## src/rtl/mux_pkg.sv

```systemverilog
// Shared definitions for the mux_arb_n router output stage: flit type codes,
// FSM state encoding and the popcount helper used by the optional toggle counter.
package mux_pkg;

  localparam logic [1:0] TYPE_NONE = 2'b00;
  localparam logic [1:0] TYPE_HEAD = 2'b01;
  localparam logic [1:0] TYPE_DATA = 2'b10;
  localparam logic [1:0] TYPE_TAIL = 2'b11;

  // The type field occupies the top TYPE_W bits of a flit: [FLITW-1 -: TYPE_W].
  localparam int TYPE_W = 2;

  typedef enum logic {
    IDLE   = 1'b0,
    LOCKED = 1'b1
  } state_t;

  localparam int POPCNT_MAXW = 256;

  function automatic logic [31:0] popcount(input logic [POPCNT_MAXW-1:0] v);
    logic [31:0] cnt;
    cnt = '0;
    for (int i = 0; i < POPCNT_MAXW; i++) begin
      cnt = cnt + 32'(v[i]);
    end
    return cnt;
  endfunction

endpackage

```

## src/rtl/mux_arb_n_rr_arb.sv

```systemverilog
// Combinational round-robin arbiter: grants the first requester at or after
// i_ptr, searching upward and wrapping from NPORT-1 back to 0.
module rr_arb_n
  import mux_pkg::*;
#(
  parameter int NPORT = 5,
  parameter int RRW   = 3
) (
  input  logic [NPORT-1:0] i_req,
  input  logic [RRW-1:0]   i_ptr,
  output logic [NPORT-1:0] o_grant,
  output logic [RRW-1:0]   o_idx,
  output logic             o_valid
);

  // First hit wins; o_valid doubles as the "already granted" flag.
  always_comb begin
    o_grant = '0;
    o_idx   = '0;
    o_valid = 1'b0;
    for (int k = 0; k < NPORT; k++) begin
      int p;
      p = (int'(i_ptr) + k) % NPORT;
      if (!o_valid && i_req[p]) begin
        o_grant[p] = 1'b1;
        o_idx      = RRW'(p);
        o_valid    = 1'b1;
      end
    end
  end

endmodule

```

## src/rtl/mux_arb_n.sv

```systemverilog
// N:1 router output mux with packet-aware round-robin arbitration and a
// registered valid/ready output. Optional toggle counter: MUX_TOGGLE_CNT_EN.
module mux_arb_n
  import mux_pkg::*;
#(
  parameter int NPORT = 5,
  parameter int FLITW = 66,
  parameter int VCHW  = 2,
  parameter int RRW   = 3
) (
  input  logic                   clk,
  input  logic                   rst,
  input  logic [NPORT*FLITW-1:0] idata,
  input  logic [NPORT-1:0]       ivalid,
  input  logic [NPORT*VCHW-1:0]  ivch,
  output logic [NPORT-1:0]       iready,
  output logic [FLITW-1:0]       odata,
  output logic                   ovalid,
  output logic [VCHW-1:0]        ovch,
  input  logic                   oready,
  output logic                   oerr
`ifdef MUX_TOGGLE_CNT_EN
  ,
  output logic [31:0]            toggle_cnt
`endif
);

  state_t           r_state;
  logic [RRW-1:0]   r_owner;
  logic [RRW-1:0]   r_rrPtr;
  logic [FLITW-1:0] r_odata;
  logic [VCHW-1:0]  r_ovch;
  logic             r_ovalid;
  logic             r_oerr;

  logic             w_canLoad;
  logic [NPORT-1:0] w_grant;
  logic [RRW-1:0]   w_arbIdx;
  logic             w_arbValid;
  logic [RRW-1:0]   w_selIdx;
  logic [FLITW-1:0] w_selData;
  logic [VCHW-1:0]  w_selVch;
  logic [1:0]       w_selType;
  logic [NPORT-1:0] w_iready;
  logic             w_take;
  logic             w_load;

  rr_arb_n #(
    .NPORT(NPORT),
    .RRW  (RRW)
  ) u_arb (
    .i_req  (ivalid),
    .i_ptr  (r_rrPtr),
    .o_grant(w_grant),
    .o_idx  (w_arbIdx),
    .o_valid(w_arbValid)
  );

  assign w_canLoad = ~r_ovalid | oready;
  assign w_selIdx  = (r_state == IDLE) ? w_arbIdx : r_owner;
  assign w_selData = idata[w_selIdx*FLITW +: FLITW];
  assign w_selVch  = ivch[w_selIdx*VCHW +: VCHW];
  assign w_selType = w_selData[FLITW-1 -: TYPE_W];

  // Take = flit consumed from an input; load = flit written into the output register.
  always_comb begin
    w_iready = '0;
    w_take   = 1'b0;
    w_load   = 1'b0;
    if (!rst && w_canLoad) begin
      if (r_state == IDLE) begin
        if (w_arbValid) begin
          w_iready = w_grant;
          w_take   = 1'b1;
          w_load   = (w_selType == TYPE_HEAD);
        end
      end else if (ivalid[r_owner]) begin
        w_iready[r_owner] = 1'b1;
        w_take            = 1'b1;
        w_load            = 1'b1;
      end
    end
  end

  always_ff @(posedge clk or posedge rst) begin
    if (rst) begin
      r_odata  <= '0;
      r_ovch   <= '0;
      r_ovalid <= 1'b0;
    end else if (w_load) begin
      r_odata  <= w_selData;
      r_ovch   <= w_selVch;
      r_ovalid <= 1'b1;
    end else if (oready) begin
      r_ovalid <= 1'b0;
    end
  end

  // Packet lock: the round-robin pointer only advances when a packet completes.
  always_ff @(posedge clk or posedge rst) begin
    if (rst) begin
      r_state <= IDLE;
      r_owner <= '0;
      r_rrPtr <= '0;
      r_oerr  <= 1'b0;
    end else if (w_take) begin
      case (r_state)
        IDLE: begin
          if (w_selType == TYPE_HEAD) begin
            r_state <= LOCKED;
            r_owner <= w_arbIdx;
          end else begin
            r_oerr <= 1'b1;
          end
        end
        LOCKED: begin
          if (w_selType == TYPE_TAIL) begin
            r_state <= IDLE;
            r_rrPtr <= (r_owner == RRW'(NPORT-1)) ? '0 : r_owner + 1'b1;
          end else if (w_selType != TYPE_DATA) begin
            r_oerr <= 1'b1;
          end
        end
        default: r_state <= IDLE;
      endcase
    end
  end

`ifdef MUX_TOGGLE_CNT_EN
  logic [31:0] r_toggleCnt;
  logic [32:0] w_toggleSum;

  assign w_toggleSum = {1'b0, r_toggleCnt} +
                       {1'b0, popcount(POPCNT_MAXW'(w_selData ^ r_odata))};

  always_ff @(posedge clk or posedge rst) begin
    if (rst) begin
      r_toggleCnt <= '0;
    end else if (w_load) begin
      r_toggleCnt <= w_toggleSum[32] ? '1 : w_toggleSum[31:0];
    end
  end

  assign toggle_cnt = r_toggleCnt;
`endif

  assign iready = w_iready;
  assign odata  = r_odata;
  assign ovalid = r_ovalid;
  assign ovch   = r_ovch;
  assign oerr   = r_oerr;

endmodule

```

## config.mk

```make
export PLATFORM = sky130hd
export DESIGN_NAME = mux_arb_n
export DESIGN_NICKNAME = d
export VERILOG_FILES = /design/src/rtl/mux_pkg.sv /design/src/rtl/mux_arb_n_rr_arb.sv /design/src/rtl/mux_arb_n.sv
export SDC_FILE = /design/constraint.sdc
export NUM_CORES = 1
export LEC_CHECK = 0
export BUFFER_PORTS_ARGS = -buffer_cell sky130_fd_sc_hd__buf_2
export CORE_AREA = 3 3 164 166
export DETAILED_ROUTE_END_ITERATION = 8
export DIE_AREA = 0 0 167 169
export GPL_TIMING_DRIVEN = 0
export PLACE_DENSITY_LB_ADDON = 0.15
export SLEW_MARGIN = 20
export SYNTH_ARGS = -nofsm -noshare
export SYNTH_HDL_FRONTEND = slang
export SYNTH_HIERARCHICAL = 1
export SYNTH_SLANG_ARGS = --single-unit
```

## constraint.sdc

```tcl
create_clock -name clk -period 8.36 [get_ports clk]
set_input_delay 1.672 -clock clk [delete_from_list [all_inputs] [get_ports clk]]
set_output_delay 1.672 -clock clk [all_outputs]
set_load 0.005 [all_outputs]
```

==> results.txt, run 1 <==
----------------------------------------------------
[Logic synthesis]
  Area contributors post-synth ... dfrtp_1 (24%), mux4_2 (19%), mux2_2 (9.6%), a22o_1 (7.7%), ha_1 (4.5%)
  Cells after Synth ... between 700 and 800
  Mean cell area of the mapped netlist ... 10.8 sq um
  Flops & latches, synth ... between 70 and 80
  Number of warning messages in the yosys log ... 6
  Leading area contributor after synthesis ... dfrtp_1
  Synth Flop Type ... dfrtp_1
  Yosys cell types ... between 80 and 90
  Top cell type's share of synthesized area ... about a quarter
  Commonest cells in the netlist ... dfrtp_1 (77), a22o_1 (69), mux2_2 (67)
  Fraction of the yosys area taken by sequential cells ... 24.5%
  Cell Area, Synth ... 7870 sq um
  EDFF count, synth ... 0
  Synthesized Nets ... ~1.1k
  Top-count cell post-synth ... dfrtp_1
  Share of synthesized registers carrying an async set or reset ... 100%

[CTS]
  Clock latency on the worst-skew pair ... ~0.35 ns
  Clock tree from TritonCTS ... built
  Cts-stage hold buffer count ... 0
  Clock Pin Slew Worst Setup and Hold Paths ... approximately 0.060 ns
  Count of H-tree levels built during CTS ... 3
  TritonCTS buffer count ... 9
  CTS Root Cell ... clkbuf_16
  Buffers inserted by post-CTS timing repair ... 0
  Number of sinks on the clock net ... between 70 and 80
  Max Buffers Root-to-Sink ... 2

[Setup path]
  Setup crit end kind ... primary output
  Crit Path Class ... flop to primary output
  Startpoint types ... flop
  Start point of the critical path ... r_rrPtr[0]$_DFFE_PP0P_
  CP Data Arrival Time ... 6.37 ns
  Required time of the critical path ... around 6.7 ns
  Path depth of the worst reg2reg path ... 24
  Crit Reg-Reg Startpoint ... r_rrPtr[0]$_DFFE_PP0P_
  Minimum setup slack among reg-to-reg paths ... 0.38 ns
  FF-to-FF End ... odata[40]$_DFFE_PP0P_
  Max FO, Critical Path ... 19

[Floorplanning]
  Chip width ... between 150 and 200 um
  Die height ... about 170 um
  Placeable core region ... roughly 26,000 sq um
  Num rows ... between 50 and 60
  Number of I/O pins ... around 420
  Area of the die ... about 28,000 sq um
  Effective utilization at floorplan ... 30.5%

[Global routing]
  Overall global routing resource usage ... 24.1%
  Initial antenna violation count ... 4
  Maximum number of pins on one net before global-route repair ... 43
  Vias in the first global route ... 8,267
  Total grt overflow ... 0
  First-pass GRT wire length ... around 51,000 um

[Route]
  Via count ... 8,263
  Drt total wl ... about 36,000 um
  Routed length per instance ... approximately 24 um
  Remaining DRCs ... 0
  Number of DRC markers in iteration 0 ... about 540
  Routed Antenna Nets ... 0
  Number of detailed-routing iterations run before antenna repair ... 5
  Detail-routed via count per cell ... around 5.5

[Timing]
  Period utilization ... between 90% and 100%
  Max_slew headroom ... 29.8%
  Setup repair after global routing missed its margin ... false
  Number of pins with negative max-slew slack in the final report ... 0
  Maximum frequency from static timing analysis ... roughly 120 MHz
  Final Setup Violations ... 0
  Least setup slack across all paths after layout ... around 0.32 ns
  Least-Margin Pin Slew ... 1.05 ns
  Fin crit period ... approximately 8.0 ns
  Final hold vios ... 0
  Clock tree skew after final layout ... about 0.0095 ns

[Cells and area]
  Sequential cell area in the final layout ... 1930 sq um
  Share of post-route cells with drive strength above 1 ... a little under three fifths
  Final design utilization ... between 40% and 50%
  Footprint of the multi-input gates ... 5510 sq um
  Nets@finish ... 1,537
  Filler Cells Inserted ... approximately 2.6k
  Area Overhead vs Synth ... 36.9%
  Non-Filler Cell Area, Final ... between 10,000 and 15,000 sq um

[Run]
  Number of max-cap violations ... 0

[Power and ir drop]
  Post-route total power ... between 5 and 6 mW
  Static power due to leakage ... around 5.2 nW
  Peak VDD IR ... 0.290 mV
  Power per cell area ... between 500 and 600 nW/um^2

[Place]
  Placement-stage worst setup slack ... -0.577 ns
  Routability congestion estimate ... between 0.9 and 1
  Placed cell areas ... between 10,000 and 15,000 sq um
  Count of port buffers added during placement ... roughly 420
  DP Wirelength ... approximately 30,000 um

[Min path]
  Worst hold path depth ... 1
  Endpoint of the worst hold path ... oerr$_DFFE_PP0P_
  Startpoint of the worst hold path ... oerr$_DFFE_PP0P_
  Worst Hold Class ... flop to flop

[Run status]
  Run status ... complete, no violations

----------------------------------------------------
-- metrics by stage --
step                setup TNS, ns  hold slack, ns  std cells
floorplan                       0           0.466        728
global route                    0           0.517       1503
CTS                             0           0.487       1501
global placement           -39.27           0.470       1485
detailed placement         -32.68           0.473       1486
finish                          0           0.476       1503
-- routing by layer --
| metal | GRT usage [%] | wire length, um | vias up |
|---|---|---|---|
| li1 | - | - | 3766 |
| met5 | 0 | 23 | - |
| met3 | 4.69 | 1930 | 56 |
| met4 | 10.5 | 1640 | 4 |
| met2 | 43.7 | 18900 | 352 |
| met1 | 27.7 | 13300 | 4085 |
-- registers in the layout, summed over array words and instances (netlist names), named ones only --
name	flops
r_rrPtr	3
odata	66
ovch	2
oerr	1
r_owner	3
ovalid	1
-- kinds of logic (layout without fill, tap and decap cells) --
kind of cell | Yosys count | after routing | synth area share (%)
buffers and inverters | 86 | 524 | 5.90
multiplexers | 159 | 159 | 32.4
AO/OA/AOI/OAI | 207 | 207 | 20.5
AND/OR/NAND/NOR | 163 | 163 | 11.4
adder cells (fa/ha/maj) | 28 | 28 | 4.45
flip-flops | 77 | 77 | 24.5
other | 0 | 2 | 0
XOR/XNOR | 8 | 8 | 0.891
-- cell type report --
| type | count | share of cell area (%) |
|---|---|---|
| clock buffer | 10 | 2.13 |
| inverter | 25 | 0.895 |
| multi-input combinational | 565 | 51.2 |
| sequential | 77 | 17.9 |
| tap | 335 | 3.89 |
| clock inverter | 6 | 0.651 |
| buffer | 60 | 3.45 |
| antenna | 2 | 0.0465 |
| timing repair buffer | 423 | 19.9 |
-- power by group --
part           internal [mW]  total [mW]  switching, mW
Combinational           2.38        4.89           2.51
Clock                  0.234       0.410          0.177
Sequential             0.577       0.694          0.117
-- cell usage in the layout (no fill, tap or decap), types with 10 or more instances in the layout --
cell,instances
buf_2,432
dfrtp_1,76
a22o_1,69
mux2_2,67
mux4_2,66
nand2_1,38
nor2_1,27
ha_1,27
a21oi_1,25
clkbuf_1,24
o21ai_0,22
inv_1,22
nand2b_1,17
mux2i_1,14
nor3_1,14
nor2b_1,12
buf_6,11
a31oi_1,10
nand3_1,10
-- timing repair --
item                       4_1_cts  5_1_grt
gates resized for setup          2       10
pin swaps                        0        0
setup endpoints to repair       81       78
-- critical path, stage by stage (launching register included) --
cell       delay, ns
dfrtp_2         0.53
buf_6           0.23
clkbuf_2        0.32
inv_2           0.20
ha_1            0.41
clkbuf_8        0.20
clkinv_1        0.28
ha_2            0.51
and3b_1         0.20
or4_1           0.49
clkbuf_2        0.18
or4_1           0.50
and4_1          0.21
buf_6           0.12
mux2i_1         0.15
a221oi_4        0.38
o2111ai_2       0.28
or3b_1          0.43
o211ai_1        0.10
a32o_1          0.17
buf_2           0.11
-- worst max-delay path by stage --
| stage | endpoint | slack [ns] | depth (start not counted) |
|---|---|---|---|
| global route | iready[2] | 0.008 | 20 |
| CTS | iready[2] | 0.06 | 19 |
| global placement | odata[2]$_DFFE_PP0P_ | -0.71 | 25 |
| floorplan | iready[2] | 1.17 | 20 |
| finish | iready[2] | 0.32 | 20 |
| detailed placement | odata[2]$_DFFE_PP0P_ | -0.58 | 25 |
No activity file was read; power rests on OpenSTA's default activity.
==> inputs of run 2 (changes only) <==
--- a/config.mk
+++ b/config.mk
@@ -10,7 +10,7 @@
 export DETAILED_ROUTE_END_ITERATION = 8
 export DIE_AREA = 0 0 167 169
 export GPL_TIMING_DRIVEN = 0
-export PLACE_DENSITY_LB_ADDON = 0.15
+export PLACE_DENSITY = 0.67
 export SLEW_MARGIN = 20
 export SYNTH_ARGS = -nofsm -noshare
 export SYNTH_HDL_FRONTEND = slang
==> results.txt, run 2 (synthesis gave the netlist of run 1 again) <==
----------------------------------------------------
[Setup path]
  FF-to-FF End ... ovch[0]$_DFFE_PP0P_
  Setup crit end kind ... primary output
  Minimum setup slack among reg-to-reg paths ... 0.39 ns (about the same)
  Crit Reg-Reg Startpoint ... r_rrPtr[0]$_DFFE_PP0P_
  Crit Path Class ... flop to primary output
  Required time of the critical path ... 6.69 ns (about the same)
  Path depth of the worst reg2reg path ... 24 (unchanged)
  Max FO, Critical Path ... 19 (unchanged)
  Startpoint types ... flop
  CP Data Arrival Time ... 6.38 ns (about the same)

[Timing]
  Maximum frequency from static timing analysis ... 124 MHz (-0.17%)
  Number of pins with negative max-slew slack in the final report ... 0 (unchanged)
  Setup repair after global routing missed its margin ... false
  Max_slew headroom ... 26.4% (-3.4 points)
  Least-Margin Pin Slew ... 1.10 ns (+0.0508 ns)
  Final hold vios ... 0 (unchanged)
  Fin crit period ... 8.05 ns (+0.0135 ns)
  Least setup slack across all paths after layout ... 0.308 ns (-0.0135 ns)
  Clock tree skew after final layout ... 0.0117 ns (+0.00216 ns)
  Period utilization ... 96.3% (+0.16 points)
  Final Setup Violations ... 0 (unchanged)

[Global routing]
  Initial antenna violation count ... 20 (+16)
  First-pass GRT wire length ... 54,300 um (+6.0%)
  Total grt overflow ... 0 (unchanged)
  Vias in the first global route ... 8,308 (+0.50%)
  Overall global routing resource usage ... 26.3% (+2.2 points)
  Maximum number of pins on one net before global-route repair ... 53 (+23%)

[Cells and area]
  Area Overhead vs Synth ... 36.9% (unchanged)
  Share of post-route cells with drive strength above 1 ... 54.8% (-0.43 points)
  Count of placed standard cells in the final layout, fillers left out ... 1,515 (+0.80%)
  Commonest non-fill, non-tap cell in the layout ... buf_2
  Commonest cells after routing, fill and taps aside ... buf_2 (432), dfrtp_1 (76), a22o_1 (69)
  Nets@finish ... 1,537 (unchanged)
  Max FFs per register ... 66 (unchanged)

[Run status]
  Run status ... complete, no violations

[Route]
  Number of detailed-routing iterations run before antenna repair ... 5 (unchanged)
  Routed length per instance ... 26.0 um (+9.0%)
  Detail-routed via count per cell ... 5.66 (+2.9%)
  Routed Antenna Nets ... 0 (unchanged)
  Number of DRC markers in iteration 0 ... 675 (+24%)
  Remaining DRCs ... 0 (unchanged)
  Drt total wl ... 39,300 um (+9.9%)
  Via count ... 8,568 (+3.7%)

[Floorplanning]
  Effective utilization at floorplan ... 30.5% (unchanged)
  Number of I/O pins ... 423 (unchanged)
  Placeable core region ... 25,800 sq um (unchanged)
  Chip width ... 167 um (unchanged)
  Die height ... 169 um (unchanged)
  Num rows ... 59 (unchanged)
  Area of the die ... 28,200 sq um (unchanged)

[Power and ir drop]
  Static power due to leakage ... 5.16 nW (-0.18%)
  Power per cell area ... 558 nW/um^2 (+0.27%)
  Peak VDD IR ... 0.387 mV (+34%)

[Place]
  Count of port buffers added during placement ... 422 (unchanged)
  Routability congestion estimate ... 0.946 (+0.13%)
  Number of placed cells counting well taps ... 1,486 (unchanged)
  DP Wirelength ... 33,900 um (+13%)
  Placement-stage worst setup slack ... -0.362 ns (+0.215 ns)

[CTS]
  Count of H-tree levels built during CTS ... 3 (unchanged)
  Clock tree from TritonCTS ... built
  Max Buffers Root-to-Sink ... 2 (unchanged)
  Buffers inserted by post-CTS timing repair ... 0 (unchanged)
  Clock latency on the worst-skew pair ... 0.34 ns (about the same)
  Number of sinks on the clock net ... 77 (unchanged)
  CTS resizes ... 1 (-1)
  CTS Root Cell ... clkbuf_16
  Cts-stage hold buffer count ... 0 (unchanged)
  Clock Pin Slew Worst Setup and Hold Paths ... 0.06 ns (about the same)
  TritonCTS buffer count ... 9 (unchanged)

[Min path]
  Worst hold path depth ... 1 (unchanged)
  Startpoint of the worst hold path ... odata[64]$_DFFE_PP0P_
  Endpoint of the worst hold path ... odata[64]$_DFFE_PP0P_
  Worst Hold Class ... flop to flop

[Run]
  Number of max-cap violations ... 0 (unchanged)

----------------------------------------------------
==> run 2: cell types whose count changed in the layout (fill, tap and decap cells not counted), moves of 2 or more <==
cell / previous run / this run
diode_2: 2 / 14
buf_1: 4 / 6
clkbuf_2: 5 / 3
clkbuf_8: 3 / 5
mux2i_1: 14 / 16
mux2i_2: 3 / 1
==> run 2: critical path, cell delays in order (launching register included) <==
cell and delay [ns]:
dfrtp_2 0.49, buf_6 0.22, clkbuf_2 0.31, inv_2 0.20, ha_1 0.41, clkbuf_8 0.19, clkinv_1 0.30, ha_1 0.52
and3b_1 0.21, or4_1 0.49, clkbuf_2 0.19, or4_1 0.51, and4_1 0.21, buf_6 0.13, mux2i_1 0.15, a221oi_4 0.39
o2111ai_2 0.29, or3b_1 0.44, o211ai_1 0.10, a32o_1 0.16, buf_2 0.11
==> run 2: metrics by stage <==
step / setup TNS, ns / power [mW] / utilization, % / instance area (sq um) / hold WS (ns)
finish: 0 / 6.01 / 41.8 / 10800 / 0.483
global route: 0 / 6.40 / 41.7 / 10700 / 0.508
CTS: 0 / 6.01 / 41.6 / 10700 / 0.490
detailed placement: -14.75 / 5.61 / 40.5 / 10400 / 0.476
global placement: -15.20 / 5.58 / 40.4 / 10400 / 0.472
floorplan: 0 / 4.17 / - / 7870 / 0.466
==> run 2: layout make-up <==
type                            instances  area, sq um
Antenna cell                           14         35.0
Buffer                                 60          369
Clock buffer                           12          256
Clock inverter                          4         31.3
Fill cell                            2605        15000
Inverter                               25         96.3
Multi-Input combinational cell        565         5490
Sequential cell                        77         1930
Tap cell                              335          419
Timing Repair Buffer                  423         2140
==> run 2: worst max path at each step <==
stage                                start                endpoint  cells past startpoint
finish              r_rrPtr[0]$_DFFE_PP0P_               iready[2]                     20
global route        r_rrPtr[0]$_DFFE_PP0P_               iready[2]                     20
CTS                 r_rrPtr[1]$_DFFE_PP0P_               iready[2]                     19
detailed placement  r_rrPtr[0]$_DFFE_PP0P_  r_rrPtr[0]$_DFFE_PP0P_                     25
global placement    r_rrPtr[0]$_DFFE_PP0P_   odata[41]$_DFFE_PP0P_                     25
floorplan           r_rrPtr[0]$_DFFE_PP0P_               iready[2]                     20
==> run 2: metal layers <==
layer | up-vias | share of wire [%] | track usage [%]
li1 | 3779 | - | -
met1 | 4216 | 36 | 31.1
met2 | 496 | 50 | 44.2
met3 | 71 | 9.1 | 7.36
met4 | 6 | 4.4 | 12.7
met5 | - | 0.086 | 0
==> run 2: where the power goes <==
group / internal, mW / switching, mW / leakage [nW] / total (mW)
clock network: 0.219 / 0.166 / 0.132 / 0.384
registers: 0.577 / 0.111 / 0.911 / 0.688
logic: 2.37 / 2.57 / 4.12 / 4.94
